File: config.mk
export PLATFORM = sky130hd
export DESIGN_NAME = cva6_ptw_sv32_lite
export DESIGN_NICKNAME = d
export VERILOG_FILES = /design/src/rtl/cva6_ptw_sv32_lite.sv
export SDC_FILE = /design/constraint.sdc
export NUM_CORES = 1
export LEC_CHECK = 0
export ABC_AREA = 1
export CAP_MARGIN = 20
export CORE_AREA = 3 3 172 90
export CTS_CLUSTER_DIAMETER = 150
export DETAILED_ROUTE_END_ITERATION = 12
export DIE_AREA = 0 0 175 93
export PLACE_DENSITY_LB_ADDON = 0.25
export SETUP_SLACK_MARGIN = 0.05
export SYNTH_ARGS = -nofsm -noshare
export SYNTH_HDL_FRONTEND = slang
export SYNTH_SLANG_ARGS = --single-unit
File: constraint.sdc
create_clock -name clk_i -period 2.1 [get_ports clk_i]
set_input_delay 0.42 -clock clk_i [delete_from_list [all_inputs] [get_ports clk_i]]
set_output_delay 0.42 -clock clk_i [all_outputs]
set_load 0.01 [all_outputs]
File: src/rtl/cva6_ptw_sv32_lite.sv
// -----------------------------------------------------------------------------
// cva6_ptw_sv32_lite
//
// Sv32 page-table walker that handles one TLB miss at a time. It accepts a
// miss (vaddr, asid) and performs one or two PTE reads over a req/gnt/rvalid
// memory port. It then produces either a one-cycle packed TLB update word or a
// one-cycle page-fault pulse.
//
// Ports:
//   clk_i, rst_ni        clock, asynchronous active-low reset
//   flush_i              abort the walk in progress (sfence.vma)
//   satp_ppn_i           root page-table PPN, sampled when a miss is accepted
//   miss_valid_i/ready_o miss handshake; ready only in IDLE without a flush
//   miss_vaddr_i/asid_i  faulting virtual address and its ASID
//   mem_req_o/gnt_i      PTE read request; address held stable until granted
//   mem_addr_o           34-bit physical PTE address
//   mem_rvalid_i/rdata_i PTE read response
//   update_o             {valid, is_4M, vpn[19:0], asid[8:0], pte[31:0]}
//   fault_o              page-fault pulse; fault_vaddr_o holds until next fault
//   busy_o               walker is not idle
// -----------------------------------------------------------------------------
module cva6_ptw_sv32_lite #(
    parameter int unsigned ASID_WIDTH = 1,
    parameter int unsigned PPN_WIDTH  = 22
) (
    input  logic                  clk_i,
    input  logic                  rst_ni,
    input  logic                  flush_i,
    input  logic [PPN_WIDTH-1:0]  satp_ppn_i,
    input  logic                  miss_valid_i,
    output logic                  miss_ready_o,
    input  logic [31:0]           miss_vaddr_i,
    input  logic [ASID_WIDTH-1:0] miss_asid_i,
    output logic                  mem_req_o,
    input  logic                  mem_gnt_i,
    output logic [33:0]           mem_addr_o,
    input  logic                  mem_rvalid_i,
    input  logic [31:0]           mem_rdata_i,
    output logic [62:0]           update_o,
    output logic                  fault_o,
    output logic [31:0]           fault_vaddr_o,
    output logic                  busy_o
);

    typedef enum logic [2:0] {
        StIdle,
        StReqL1,
        StWaitL1,
        StReqL0,
        StWaitL0,
        StUpdate,
        StFault,
        StDrain
    } state_e;

    state_e                 state_q;
    logic [31:0]            vaddr_q;
    logic [ASID_WIDTH-1:0]  asid_q;
    logic                   mem_req_q;
    logic [33:0]            mem_addr_q;
    logic [62:0]            update_q;
    logic                   fault_q;
    logic [31:0]            fault_vaddr_q;

    // PTE decode of the word currently on the response bus.
    logic       pte_invalid;
    logic       pte_leaf;
    logic       pte_misaligned;
    logic [8:0] asid_ext;

    always_comb begin
        pte_invalid    = !mem_rdata_i[0] || (!mem_rdata_i[1] && mem_rdata_i[2]);
        pte_leaf       = mem_rdata_i[1] || mem_rdata_i[3];
        // A 4 MiB leaf must have a zero low PPN field.
        pte_misaligned = (mem_rdata_i[19:10] != 10'd0);
    end

    always_comb begin
        asid_ext                   = '0;
        asid_ext[ASID_WIDTH-1:0]   = asid_q;
    end

    assign miss_ready_o  = (state_q == StIdle) && !flush_i;
    assign busy_o        = (state_q != StIdle);
    assign mem_req_o     = mem_req_q;
    assign mem_addr_o    = mem_addr_q;
    assign update_o      = update_q;
    assign fault_o       = fault_q;
    assign fault_vaddr_o = fault_vaddr_q;

    always_ff @(posedge clk_i or negedge rst_ni) begin
        if (!rst_ni) begin
            state_q       <= StIdle;
            vaddr_q       <= '0;
            asid_q        <= '0;
            mem_req_q     <= 1'b0;
            mem_addr_q    <= '0;
            update_q      <= '0;
            fault_q       <= 1'b0;
            fault_vaddr_q <= '0;
        end else begin
            // Update and fault are single-cycle pulses.
            update_q <= '0;
            fault_q  <= 1'b0;

            unique case (state_q)
                StIdle: begin
                    if (miss_valid_i && miss_ready_o) begin
                        vaddr_q    <= miss_vaddr_i;
                        asid_q     <= miss_asid_i;
                        mem_req_q  <= 1'b1;
                        mem_addr_q <= {satp_ppn_i, miss_vaddr_i[31:22], 2'b00};
                        state_q    <= StReqL1;
                    end
                end

                StReqL1, StReqL0: begin
                    if (mem_gnt_i) begin
                        mem_req_q  <= 1'b0;
                        mem_addr_q <= '0;
                        // A granted read must still have its response consumed.
                        if (flush_i) begin
                            state_q <= StDrain;
                        end else if (state_q == StReqL1) begin
                            state_q <= StWaitL1;
                        end else begin
                            state_q <= StWaitL0;
                        end
                    end else if (flush_i) begin
                        mem_req_q  <= 1'b0;
                        mem_addr_q <= '0;
                        state_q    <= StIdle;
                    end
                end

                StWaitL1: begin
                    if (flush_i) begin
                        // Response arriving with the flush is already consumed.
                        state_q <= mem_rvalid_i ? StIdle : StDrain;
                    end else if (mem_rvalid_i) begin
                        if (pte_invalid || (pte_leaf && pte_misaligned)) begin
                            fault_q       <= 1'b1;
                            fault_vaddr_q <= vaddr_q;
                            state_q       <= StFault;
                        end else if (pte_leaf) begin
                            update_q <= {1'b1, 1'b1, vaddr_q[31:12], asid_ext, mem_rdata_i};
                            state_q  <= StUpdate;
                        end else begin
                            mem_req_q  <= 1'b1;
                            mem_addr_q <= {mem_rdata_i[31:10], vaddr_q[21:12], 2'b00};
                            state_q    <= StReqL0;
                        end
                    end
                end

                StWaitL0: begin
                    if (flush_i) begin
                        state_q <= mem_rvalid_i ? StIdle : StDrain;
                    end else if (mem_rvalid_i) begin
                        if (pte_invalid || !pte_leaf) begin
                            fault_q       <= 1'b1;
                            fault_vaddr_q <= vaddr_q;
                            state_q       <= StFault;
                        end else begin
                            update_q <= {1'b1, 1'b0, vaddr_q[31:12], asid_ext, mem_rdata_i};
                            state_q  <= StUpdate;
                        end
                    end
                end

                StUpdate, StFault: begin
                    state_q <= StIdle;
                end

                StDrain: begin
                    if (mem_rvalid_i) begin
                        state_q <= StIdle;
                    end
                end

                default: begin
                    state_q <= StIdle;
                end
            endcase
        end
    end

    // An ungranted request keeps its address until granted or flushed.
    assert property (@(posedge clk_i) disable iff (!rst_ni)
        (mem_req_o && !mem_gnt_i && !flush_i) |=> (mem_req_o && $stable(mem_addr_o)));

    // Update and fault never issue together.
    assert property (@(posedge clk_i) disable iff (!rst_ni) !(update_o[62] && fault_o));

endmodule
==> impl_table.tex <==
\begin{tabular}{lr}
\hline
Metric & Value \\
\hline
\multicolumn{2}{l}{\textbf{Yosys}} \\
\quad EDFF count, synth & 0 \\
\quad Post-synthesis cell type count & 32 \\
\quad Synthesized netlist cell count & 641 \\
\quad Share of cell area taken by muxes after synthesis & 0.0214 \\
\quad FFs w/ async S/R, synth & 1.00 \\
\quad Synthesized-area fraction occupied by and/or/nand/nor cells & 0.172 \\
\quad Flip-flop and latch count after synthesis & 157 \\
\quad Synth Area in Compound Gates & 0.100 \\
\quad Synthesized-area fraction occupied by xor and xnor cells & 0 \\
\quad Main combinational cell family by area after synthesis & simple AND/OR/NAND/NOR gates \\
\quad Average instance area after synthesis & 9.85 µm² \\
\quad Number of warnings issued by yosys & 0 \\
\quad Seq/Total Area, Yosys & 0.622 \\
\quad Most used DFF post-synth & sky130\_fd\_sc\_hd\_\_dfrtp\_1 \\
\quad Share of synthesized cell area in full adder, half adder and majority cells & 0 \\
\quad Netlist area before placement & 6310 µm² \\
\multicolumn{2}{l}{\textbf{Clocking}} \\
\quad CTS clk-pin slew, worst paths & 0.07 ns \\
\quad Number of buffers inserted during clock tree synthesis & 17 \\
\quad Root Buffer Master & sky130\_fd\_sc\_hd\_\_clkbuf\_16 \\
\quad TritonCTS clock tree & done \\
\quad Level count of the clock H-tree & 4 \\
\quad Clk buf depth & 2 \\
\quad Clock latency of the later-clocked register in the worst-skew pair & 0.42 ns \\
\quad Number of sinks handled by clock tree synthesis & 157 \\
\multicolumn{2}{l}{\textbf{Setup path}} \\
\quad CP Max Fanout & 6 \\
\quad Critical Path Sink Type & output pin \\
\quad Data required time at the worst endpoint & 1.68 ns \\
\quad Kind of launch point of the worst setup path & flop \\
\quad Reg2reg start & state\_q[0]\$\_DFFE\_PN0P\_ \\
\quad Signal arrival time at the worst endpoint & 1.50 ns \\
\quad Critical path startpoint & state\_q[0]\$\_DFFE\_PN0P\_ \\
\quad Worst R2R Path Depth & 10 \\
\quad Worst setup path class & reg -> out \\
\multicolumn{2}{l}{\textbf{Placement}} \\
\quad Placed inst area & 8800 µm² \\
\quad I/O Buffers & 215 \\
\quad Dpl ws & -0.179 ns \\
\quad Placed insts & 1047 \\
\quad Gpl congestion & 0.895 \\
\quad Detailed placement HPWL & 13.3 mm \\
\multicolumn{2}{l}{\textbf{Global routing}} \\
\quad Global-route wire length before repair & 29.8 mm \\
\quad Antenna violations before repair & 0 \\
\quad Pin count of the biggest net entering global routing & 69 \\
\quad Total global routing overflow & 0 \\
\quad Total global routing track utilization & 0.233 \\
\quad Number of global-route vias before repair & 5570 \\
\multicolumn{2}{l}{\textbf{STA}} \\
\quad Highest clock frequency the design can meet & 521 MHz \\
\quad Fraction of the cycle the final worst path needs & 0.914 \\
\quad Worst relative slew slack & 0.641 \\
\quad Final max-slew violation count & 0 \\
\quad Setup repair after global routing missed its margin & no \\
\quad Actual transition at the worst max-transition pin & 0.538 ns \\
\quad Number of endpoints failing setup at the final stage & 0 \\
\quad Final critical-path setup slack & 0.180 ns \\
\quad Final hold violation count & 0 \\
\quad Clock period minus final worst setup slack & 1.92 ns \\
\quad Setup skew after layout & 0.0144 ns \\
\multicolumn{2}{l}{\textbf{Routing}} \\
\quad Aggregate routed wire length & 18.6 mm \\
\quad DRC Markers & 0 \\
\quad First DRT Iteration DRCs & 601 \\
\quad Antenna viol nets, final & 0 \\
\quad Detailed-route via count & 5447 \\
\quad Average wire per cell in the routed design & 17.1 µm \\
\quad Routed via count divided by cell count & 5.03 \\
\quad Detailed Routing Iterations Pass 1 & 6 \\
\multicolumn{2}{l}{\textbf{Final layout}} \\
\quad Final nets & 964 \\
\quad Storage cell area & 3930 µm² \\
\quad Ratio of cells with drive above 1 in the final layout & 0.111 \\
\quad Count of inserted antenna diode cells & 0 \\
\quad Synthesis-to-finish area growth & 49.7\% \\
\quad Post-route insts no fill & 1082 \\
\quad Fill cell instance count of the final layout & 1115 \\
\quad Finished Cell Area & 9460 µm² \\
\quad Area taken by multi-input logic gates & 1930 µm² \\
\multicolumn{2}{l}{\textbf{Die}} \\
\quad Initial Utilization & 0.445 \\
\quad Area of the die & 16300 µm² \\
\quad DIE WIDTH & 175 µm \\
\quad Rows & 31 \\
\quad DIE HEIGHT & 93 µm \\
\quad Num ports & 226 \\
\quad Area of the core region & 14200 µm² \\
\multicolumn{2}{l}{\textbf{Power}} \\
\quad Maximum VDD drop & 566 µV \\
\quad Design Power & 0.0125 W \\
\quad Leakage power & 4.52 nW \\
\quad Pwr per Cell Area & 1330 nW/µm² \\
\multicolumn{2}{l}{\textbf{Run status}} \\
\quad Run status & completed \\
\multicolumn{2}{l}{\textbf{Run}} \\
\quad Max cap viols & 0 \\
\multicolumn{2}{l}{\textbf{Hold path}} \\
\quad Tightest Hold Check Type & in -> async \\
\hline
\end{tabular}
[placed cells by master (no fill, tap or decap), types with 10 or more instances in the layout]
cell type and count:
sky130_fd_sc_hd__a22oi_1 32, sky130_fd_sc_hd__o21ai_1 24, sky130_fd_sc_hd__inv_1 60, sky130_fd_sc_hd__buf_4 21
sky130_fd_sc_hd__clkbuf_16 17, sky130_fd_sc_hd__conb_1 10, sky130_fd_sc_hd__clkdlybuf4s50_1 212, sky130_fd_sc_hd__nor2_1 59
sky130_fd_sc_hd__o21ai_0 24, sky130_fd_sc_hd__o21ai_2 10, sky130_fd_sc_hd__nand3_1 40, sky130_fd_sc_hd__dfrtp_1 154
sky130_fd_sc_hd__nand2_1 146
[path summary, 6_finish.rpt]
check,endpoint,slack (ns)
setup / recovery,miss_ready_o,0.18
hold reg to reg,fault_vaddr_o[3]$_DFFE_PN0P_,0.48
min in group clk_i,fault_vaddr_o[3]$_DFFE_PN0P_,0.48
setup reg to reg,fault_vaddr_o[14]$_DFFE_PN0P_,0.25
hold / removal,vaddr_q[10]$_DFFE_PN0P_,0.43
max in group asynchronous,state_q[1]$_DFFE_PN0P_,0.89
[area by class of cell]
cell class / count / share of cell area
Sequential cell: 157 / 0.416
Multi-Input combinational cell: 384 / 0.204
Inverter: 65 / 0.0261
Clock inverter: 14 / 0.0192
Timing Repair Buffer: 246 / 0.263
Clock buffer: 18 / 0.0454
Tap cell: 198 / 0.0262
[cells by family (layout without fill, tap and decap cells)]
logic type,count (synthesis),count (layout)
compound gates,99,99
buf+inv,110,343
flops,157,157
mux,12,12
other cells,1,10
simple gates,262,263
[stage by stage]
stage | setup TNS (ns) | util | hold slack [ns]
finish | 0 | 0.666 | 0.434
global route | 0 | 0.666 | 0.455
CTS | 0 | 0.665 | 0.427
detailed placement | -11.13 | 0.620 | 0.307
global placement | -5.69 | 0.620 | 0.303
floorplan | 0 | - | 0.124
[flip-flops by register name, summed over array words and instances (netlist names)]
register	flops
fault_o	1
vaddr_q	32
mem_req_o	1
asid_q	1
fault_vaddr_o	32
update_o	55
mem_addr_o	32
state_q	3
[cells in the mapped netlist, types with 5 or more instances]
cell	count	area [µm²]
sky130_fd_sc_hd__o21ai_0	24	120
sky130_fd_sc_hd__buf_2	17	85.1
sky130_fd_sc_hd__buf_4	15	113
sky130_fd_sc_hd__buf_6	5	56.3
sky130_fd_sc_hd__inv_1	60	225
sky130_fd_sc_hd__nand2_1	147	552
sky130_fd_sc_hd__nand3_1	40	200
sky130_fd_sc_hd__clkbuf_1	8	30.0
sky130_fd_sc_hd__a22oi_1	32	240
sky130_fd_sc_hd__o21ai_1	24	120
sky130_fd_sc_hd__nor2_1	60	225
sky130_fd_sc_hd__dfrtp_1	157	3930
sky130_fd_sc_hd__mux2_1	8	90.1
sky130_fd_sc_hd__o21ai_2	10	87.6
[report_power, final]
part           internal [W]  total (W)  leakage, nW  switching, W
logic               0.00215    0.00477         2.18       0.00263
clock network       0.00190    0.00320        0.290       0.00130
registers           0.00397    0.00456         2.04      0.000595
[per-layer routing]
metal	track usage	routed length [µm]	share of wire	vias up
li1	-	-	-	2494
met1	0.327	8430	0.45	2643
met2	0.351	8140	0.44	286
met3	0.0791	1800	0.097	24
met4	0.0584	182	0.0098	0
met5	0	0	0	-
[worst max-delay path, cell delays in order, from the launching register on]
cell                            delay [ns]
sky130_fd_sc_hd__dfrtp_2              0.45
sky130_fd_sc_hd__nor2_4               0.13
sky130_fd_sc_hd__nand2_2              0.13
sky130_fd_sc_hd__nor2_1               0.10
sky130_fd_sc_hd__dlygate4sd2_1        0.27
[what timing repair did]
| action | 4_1_cts | 5_1_grt |
|---|---|---|
| endpoints found under the setup margin | 2 | 13 |
| cloned | 0 | 1 |
| buffers inserted | 1 | 0 |
| hold endpoints to repair | 25 | 0 |
| pin swaps | 0 | 1 |
| resized for setup | 6 | 4 |
| hold buffers | 1 | 0 |
Power figures use the tool's default switching activity.
